--- config.mk ---
export PLATFORM = sky130hd
export DESIGN_NAME = mux_serializer_flat
export DESIGN_NICKNAME = d
export VERILOG_FILES = /design/src/rtl/mux_serializer_if.sv /design/src/rtl/mux_serializer.sv /design/src/flat_wrapper.sv
export SDC_FILE = /design/constraint.sdc
export NUM_CORES = 1
export LEC_CHECK = 0
export BUFFER_PORTS_ARGS = -buffer_cell sky130_fd_sc_hd__buf_2
export CORE_MARGIN = 2
export CORE_UTILIZATION = 35
export CTS_CLUSTER_DIAMETER = 120
export CTS_CLUSTER_SIZE = 14
export DETAILED_ROUTE_END_ITERATION = 6
export GPL_TIMING_DRIVEN = 0
export PLACE_DENSITY_LB_ADDON = 0.3
export SLEW_MARGIN = 0
export SYNTH_ARGS = -nofsm -noshare
export SYNTH_HDL_FRONTEND = slang
export SYNTH_SLANG_ARGS = --single-unit
--- constraint.sdc ---
create_clock -name clk -period 1.5 [get_ports clk]
set_input_delay 0.15 -clock clk [delete_from_list [all_inputs] [get_ports clk]]
set_output_delay 0.15 -clock clk [all_outputs]
set_load 0.03 [all_outputs]
--- src/rtl/mux_serializer_if.sv ---
// mux_serializer_if: word handshake, mux drive/return and serial stream bundle for mux_serializer
// slave  (serializer): in_data/in_valid/mux_out/ser_ready in; in_ready/mux_a/mux_sel/ser_data/ser_valid/ser_last out
// master (environment): the opposite directions
interface mux_serializer_if #(
  parameter int DATA_W = 8,
  parameter int SEL_W  = 3
);
  logic [DATA_W-1:0] in_data;
  logic              in_valid;
  logic              in_ready;
  logic [DATA_W-1:0] mux_a;
  logic [SEL_W-1:0]  mux_sel;
  logic              mux_out;
  logic              ser_data;
  logic              ser_valid;
  logic              ser_ready;
  logic              ser_last;
  modport slave (
    input  in_data, in_valid, mux_out, ser_ready,
    output in_ready, mux_a, mux_sel, ser_data, ser_valid, ser_last
  );
  modport master (
    output in_data, in_valid, mux_out, ser_ready,
    input  in_ready, mux_a, mux_sel, ser_data, ser_valid, ser_last
  );
endinterface

--- src/rtl/mux_serializer.sv ---
// mux_serializer: holds a handshaked word on an 8:1 mux and streams its output LSB first with valid/ready
// Ports: clk, rst (sync, active-high), bus (mux_serializer_if.slave).
// Define MUX_SER_PARITY_EN to append an even-parity bit built from the accepted mux_out values.
module mux_serializer #(
  parameter int DATA_W = 8,
  parameter int SEL_W  = 3
) (
  input logic            clk,
  input logic            rst,
  mux_serializer_if.slave bus
);
  typedef enum logic [1:0] {
    IDLE,
`ifdef MUX_SER_PARITY_EN
    PAR,
`endif
    SEND
  } state_t;
  state_t            state_q, state_d;
  logic [DATA_W-1:0] a_q, a_d;
  logic [SEL_W-1:0]  sel_q, sel_d;
  logic              accept, hs, last_bit;
`ifdef MUX_SER_PARITY_EN
  logic              par_q, par_d;
`endif
  assign accept   = bus.in_valid && bus.in_ready;
  assign hs       = bus.ser_valid && bus.ser_ready;
  assign last_bit = sel_q == SEL_W'(DATA_W - 1);
  always_ff @(posedge clk) begin
    if (rst) begin
      state_q <= IDLE;
      a_q     <= '0;
      sel_q   <= '0;
`ifdef MUX_SER_PARITY_EN
      par_q   <= 1'b0;
`endif
    end else begin
      state_q <= state_d;
      a_q     <= a_d;
      sel_q   <= sel_d;
`ifdef MUX_SER_PARITY_EN
      par_q   <= par_d;
`endif
    end
  end
  always_comb begin
    state_d = state_q;
    if (state_q == IDLE && accept) state_d = SEND;
`ifdef MUX_SER_PARITY_EN
    if (state_q == SEND && hs && last_bit) state_d = PAR;
    if (state_q == PAR && hs) state_d = IDLE;
`else
    if (state_q == SEND && hs && last_bit) state_d = IDLE;
`endif
  end
  // sel stops at the last index and is left there until the next word is accepted
  always_comb begin
    a_d   = accept ? bus.in_data : a_q;
    sel_d = accept ? '0 : (state_q == SEND && hs && !last_bit) ? sel_q + 1'b1 : sel_q;
`ifdef MUX_SER_PARITY_EN
    par_d = accept ? 1'b0 : (state_q == SEND && hs) ? par_q ^ bus.mux_out : par_q;
`endif
  end
  always_comb begin
    bus.in_ready  = state_q == IDLE;
    bus.ser_valid = state_q != IDLE;
    bus.mux_a     = a_q;
    bus.mux_sel   = sel_q;
`ifdef MUX_SER_PARITY_EN
    bus.ser_data  = state_q == SEND ? bus.mux_out : state_q == PAR ? par_q : 1'b0;
    bus.ser_last  = state_q == PAR;
`else
    bus.ser_data  = state_q == SEND && bus.mux_out;
    bus.ser_last  = state_q == SEND && last_bit;
`endif
  end
endmodule

--- src/flat_wrapper.sv ---
// flat-port wrapper written by rule: the top's interface ports become plain ports
module mux_serializer_flat 
#(
  parameter int DATA_W = 8,
  parameter int SEL_W  = 3
)
  (clk, rst, bus_in_data, bus_in_valid, bus_mux_out, bus_ser_ready, bus_in_ready, bus_mux_a, bus_mux_sel, bus_ser_data, bus_ser_valid, bus_ser_last);
  mux_serializer_if #(.DATA_W(DATA_W), .SEL_W(SEL_W)) bus_i ();
  input logic clk;
  input logic rst;
  input wire logic [$bits(bus_i.in_data)-1:0] bus_in_data;
  input wire logic [$bits(bus_i.in_valid)-1:0] bus_in_valid;
  input wire logic [$bits(bus_i.mux_out)-1:0] bus_mux_out;
  input wire logic [$bits(bus_i.ser_ready)-1:0] bus_ser_ready;
  output wire logic [$bits(bus_i.in_ready)-1:0] bus_in_ready;
  output wire logic [$bits(bus_i.mux_a)-1:0] bus_mux_a;
  output wire logic [$bits(bus_i.mux_sel)-1:0] bus_mux_sel;
  output wire logic [$bits(bus_i.ser_data)-1:0] bus_ser_data;
  output wire logic [$bits(bus_i.ser_valid)-1:0] bus_ser_valid;
  output wire logic [$bits(bus_i.ser_last)-1:0] bus_ser_last;
  assign bus_i.in_data = bus_in_data;
  assign bus_i.in_valid = bus_in_valid;
  assign bus_i.mux_out = bus_mux_out;
  assign bus_i.ser_ready = bus_ser_ready;
  assign bus_in_ready = bus_i.in_ready;
  assign bus_mux_a = bus_i.mux_a;
  assign bus_mux_sel = bus_i.mux_sel;
  assign bus_ser_data = bus_i.ser_data;
  assign bus_ser_valid = bus_i.ser_valid;
  assign bus_ser_last = bus_i.ser_last;
  mux_serializer #(.DATA_W(DATA_W), .SEL_W(SEL_W)) u_core (.clk(clk), .rst(rst), .bus(bus_i));
endmodule
## Word-level counts from Yosys, hierarchy flattened

Cells that the tools add are included.

- Equality and inequality tests: 1
- Reduce and logical (&&, ||, !) cells: 12
- Add/sub/neg operators: 1

Operator list:

| operator | count |
|---|---|
| $logic_and 1x1->1 | 8 |
| $reduce_or 2->1 | 2 |
| $add 3x1->3 const B | 1 |
| $eq 3x3->1 const B | 1 |
| $logic_not 2->1 | 1 |
| $logic_not 1->1 | 1 |

- Logic and storage cells: 17
- Register bits: 12
- Input bits: 13

## Logic depth before layout (Yosys ltp)

- Depth after elaboration: 4
- Gate-level depth with buffers: 5
- Depth with buffers taken out: 5

## Worst setup path after synthesis

Ideal clock, no wire load.

- Kind: reg-to-reg
- From: reg u_core.sel_q[0] (netlist: u_core.bus.mux_sel[0])
- To: reg u_core.sel_q[0] (netlist: u_core.bus.mux_sel[0])
- Clock period less this slack: 1.423 ns
- Path slack: 0.077 ns
- Setup time: 0.124 ns
- Stages on the path, launching flop included: 6
- Arrival time: 1.299 ns
- Path buffers: 0
- Path through: dfxtp_1 -> ha_1 -> ha_1 -> nand3b_2 -> xor2_1 -> nor3_2

- Longest elaborated chain between the ends: 3
- Elaborated cells between the ends (all ways): 4
- Those cells by class: 1 x add/sub; 1 x eq/ne; 2 x reduce/logical

RTL lines:

| item | line | source |
|---|---|---|
| start, declared | mux_serializer.sv:21 | `logic [SEL_W-1:0] sel_q, sel_d;` |
| start signal, assigned | mux_serializer.sv:40 | `sel_q <= sel_d;` |
| parallel branches: the longest is 3 deep, another holds $add 3x1->3 | n/a |  |

Parallel ways; which one is timed is not known.
A chain may end at the register's enable or synchronous reset.

## Worst setup path in the final report

- From: reg u_core.sel_q[0] (netlist: u_core.bus.mux_sel[0])
- To: out bus_ser_last

- Longest elaborated chain between the ends: 2

RTL lines:

| item | line | source |
|---|---|---|
| $eq 3x3->1 | mux_serializer.sv:28 | `assign last_bit = sel_q == SEL_W'(DATA_W - 1);` |
| $logic_and 1x1->1 | mux_serializer.sv:74 | `bus.ser_last = state_q == SEND && last_bit;` |
| end, declared | flat_wrapper.sv:20 | `output wire logic [$bits(bus_i.ser_last)-1:0] bus_ser_last;` |

Every way passes these cells.

==> reports/qor.yml <==
setup_path:
  cp-end-kind: "output pin"
  reg2reg_depth: 5
  crit_start: "u_core.bus.mux_sel[0]$_SDFFE_PP0P_"
  reg2reg_slack_ns: 0.14
  crit_type: "reg -> out"
  cp_max_fo: 3
  startpoint_type: "flop"
  crit_end: "bus_ser_last"
  rr_endpoint: "u_core.bus.mux_sel[1]$_SDFFE_PP0P_"
  r2r-start: "u_core.bus.mux_sel[0]$_SDFFE_PP0P_"
  crit_arrival_ns: 1.29
  worstPathRequired_ns: 1.35
die:
  die_w_um: 42.89
  fp-row-count: 14
  io_pins: 28
  coreArea_um2: 1454
  die_y_um: 42.89
  dieArea_um2: 1839
  initial_core_util_pct: 36.40
yosys:
  ys_warn_count: 0
  yosysSeqAreaShare_pct: 45.39
  avgSynthCellArea_um2: 9.451
  synth_seq_cells: 12
  synthCells: 56
  synth_area_um2: 529.3
  synth_area_leaders: "dfxtp_1 (45%), a21oi_2 (13%), nand2_1 (12%)"
  synth_fp_nets: 71
  yosys.area.top_type_share_pct: 45.39
  ys_types: 17
  yosys.area.top_type: "dfxtp_1"
drt:
  viasPerCell: 4.447
  vias: 458
  routedWlPerCell_um: 10.52
  wirelength_um: 1084
  ant_nets: 0
  drc: 0
  dr.pass1.iters: 3
  drt_iter0_drc: 4
pwr:
  power_frac_comb_pct: 19.6
  swShare_pct: 27.31
  switching_power_mw: 0.2015
  internal-power_mw: 0.5361
  leakage_nw: 0.3612
  cellPowerDensity_nw_per_um2: 1008
  ir_drop_mv: 0.4694
  pwr-share-clk_pct: 33.5
  pwr-share-seq_pct: 46.9
  total_power_mw: 0.7376
timing:
  fin_hold_ws_ns: 0.06725
  tightest_slew_ns: 0.2787
  rsz0062_at_grt: "no"
  fin_tns_setup_ns: 0
  fin_skew_ns: 0.003607
  finalSetupViolations: 0
  slew_violations: 0
  timing.fmax_mhz: 692.6
  period_share_pct: 96.26
  slew-limit-headroom_pct: 81.42
  min_period_ns: 1.444
  finalHoldViolations: 0
  fin_ws_ns: 0.05607
grt:
  grt_first_pass_wirelength_um: 1800
  antenna_found_initial: 0
  grt_max_degree: 11
  gr-usage-all-layers_pct: 13.19
  first_global_vias: 419
  grt.overflow.total: 0
run_status:
  status: "finished clean"
worst_hold_path:
  min_path_type: "in -> reg"
  worstHoldPathCells: 2
clock_network:
  post-cts-setup-buffer-count: 0
  clkSlewWorstSetupHoldPaths_ns: 0.07
  cts_buffer_depth: 2
  h-tree-depth: 1
  cts_buffers: 3
  cts_tree: "done"
  clock-sinks: 12
  clk_latency_ns: 0.26
  hold_buffers: 0
  cts_root_buffer: "clkbuf_4"
final_layout:
  multi_input_area_um2: 260.3
  design_area_um2: 732.0
  n_antenna_cell: 0
  fill_cells: 157
  post_route_cells_drive_above_1_share_pct: 57.47
  nNetsFinal: 103
  regArea_um2: 242.7
  syn_to_final_growth_pct: 38.30
placement:
  io_buffers: 27
  dp_hpwl_um: 809.9
  place_congestion: 0.6963
  place_area_um2: 684.4
  dp_slack_ns: 0.1162
run:
  maxCapViolCount: 0
[state kept, by name, indices dropped and copies added (netlist names)]
register	cells
u_core.bus.mux_a	8
u_core.state_q	1
u_core.bus.mux_sel	3
[critical path: stages (launching register included)]
cell,delay (ns)
dfxtp_2,0.34
ha_1,0.19
ha_2,0.18
and2_2,0.19
buf_6,0.13
[cells in the mapped netlist (all sizes together)]
cell     n
ha       2
xor2     1
and2     2
dfxtp   12
nand3b   1
nor3     3
nor2     1
nand2   17
a21oi    9
inv      1
nor2b    1
mux2i    2
nand2b   1
buf      3
[through the flow]
step | utilization (%) | instances
after floorplan | - | 56
after global placement | 47.07 | 99
after detailed placement | 47.07 | 99
after CTS | 49.74 | 103
after global routing | 50.34 | 103
final | 50.34 | 103
[worst min path at each step]
stage	endpoint	from	slack (ns)
final	u_core.bus.mux_sel[1]$_SDFFE_PP0P_	rst	0.07
after global routing	u_core.bus.mux_sel[1]$_SDFFE_PP0P_	rst	0.08
after CTS	u_core.bus.mux_sel[2]$_SDFFE_PP0P_	rst	0.07
after detailed placement	u_core.bus.mux_sel[2]$_SDFFE_PP0P_	rst	0.35
after global placement	u_core.bus.mux_sel[2]$_SDFFE_PP0P_	rst	0.35
after floorplan	u_core.bus.mux_sel[1]$_SDFFE_PP0P_	rst	0.23
[power by group through the flow]
stage	Sequential (mW)	Clock [mW]	Combinational, mW
floorplan	0.386	0	0.0668
global placement	0.353	0	0.144
detailed placement	0.353	0	0.146
CTS	0.346	0.256	0.146
global route	0.349	0.270	0.156
finish	0.346	0.247	0.144
[area by class of cell]
class | instances | share of cell area [%]
multi-input combinational | 40 | 35.56
timing repair buffer | 27 | 19.32
inverter | 1 | 0.5128
sequential | 12 | 33.16
buffer | 3 | 3.761
tap | 16 | 2.735
clock buffer | 4 | 4.957
[kinds of logic (layout without fill, tap and decap cells)]
kind of cell               count (synthesis)  count (layout)  share of synthesized area [%]
and+or+nand+nor                           26              26                          24.35
DFF                                       12              12                          45.39
AOI/OAI and AO/OA                          9               9                          14.18
buffers and inverters                      4              35                          5.908
adders and majority gates                  2               2                          4.727
muxes                                      2               2                          3.783
xor gates and xnor gates                   1               1                          1.655
[layout by cell type, fill, tap and decap left out, drive strengths merged]
cell	instances
a21oi	9
inv	1
ha	2
nor2b	1
nand2b	1
nor2	1
buf	30
and2	2
clkbuf	4
xor2	1
nor3	3
mux2i	2
nand2	17
nand3b	1
dfxtp	12
[metal layers]
| layer | part of all wire, % | global-route usage [%] | wire (µm) | vias to the layer above |
|---|---|---|---|---|
| li1 | - | - | - | 246 |
| met1 | 43 | 15.71 | 465 | 196 |
| met2 | 49 | 21.82 | 531 | 14 |
| met3 | 6.9 | 2.553 | 75 | 2 |
| met4 | 1.1 | 7.500 | 12 | 0 |
| met5 | 0 | 0 | 0 | - |
[timing repair]
action / in CTS / in global routing
pin swaps: 0 / 0
endpoints found under the setup margin: 1 / 1
hold endpoints to repair: 0 / 0
resized for setup: 1 / 4
(Power assumes the default switching activity.)
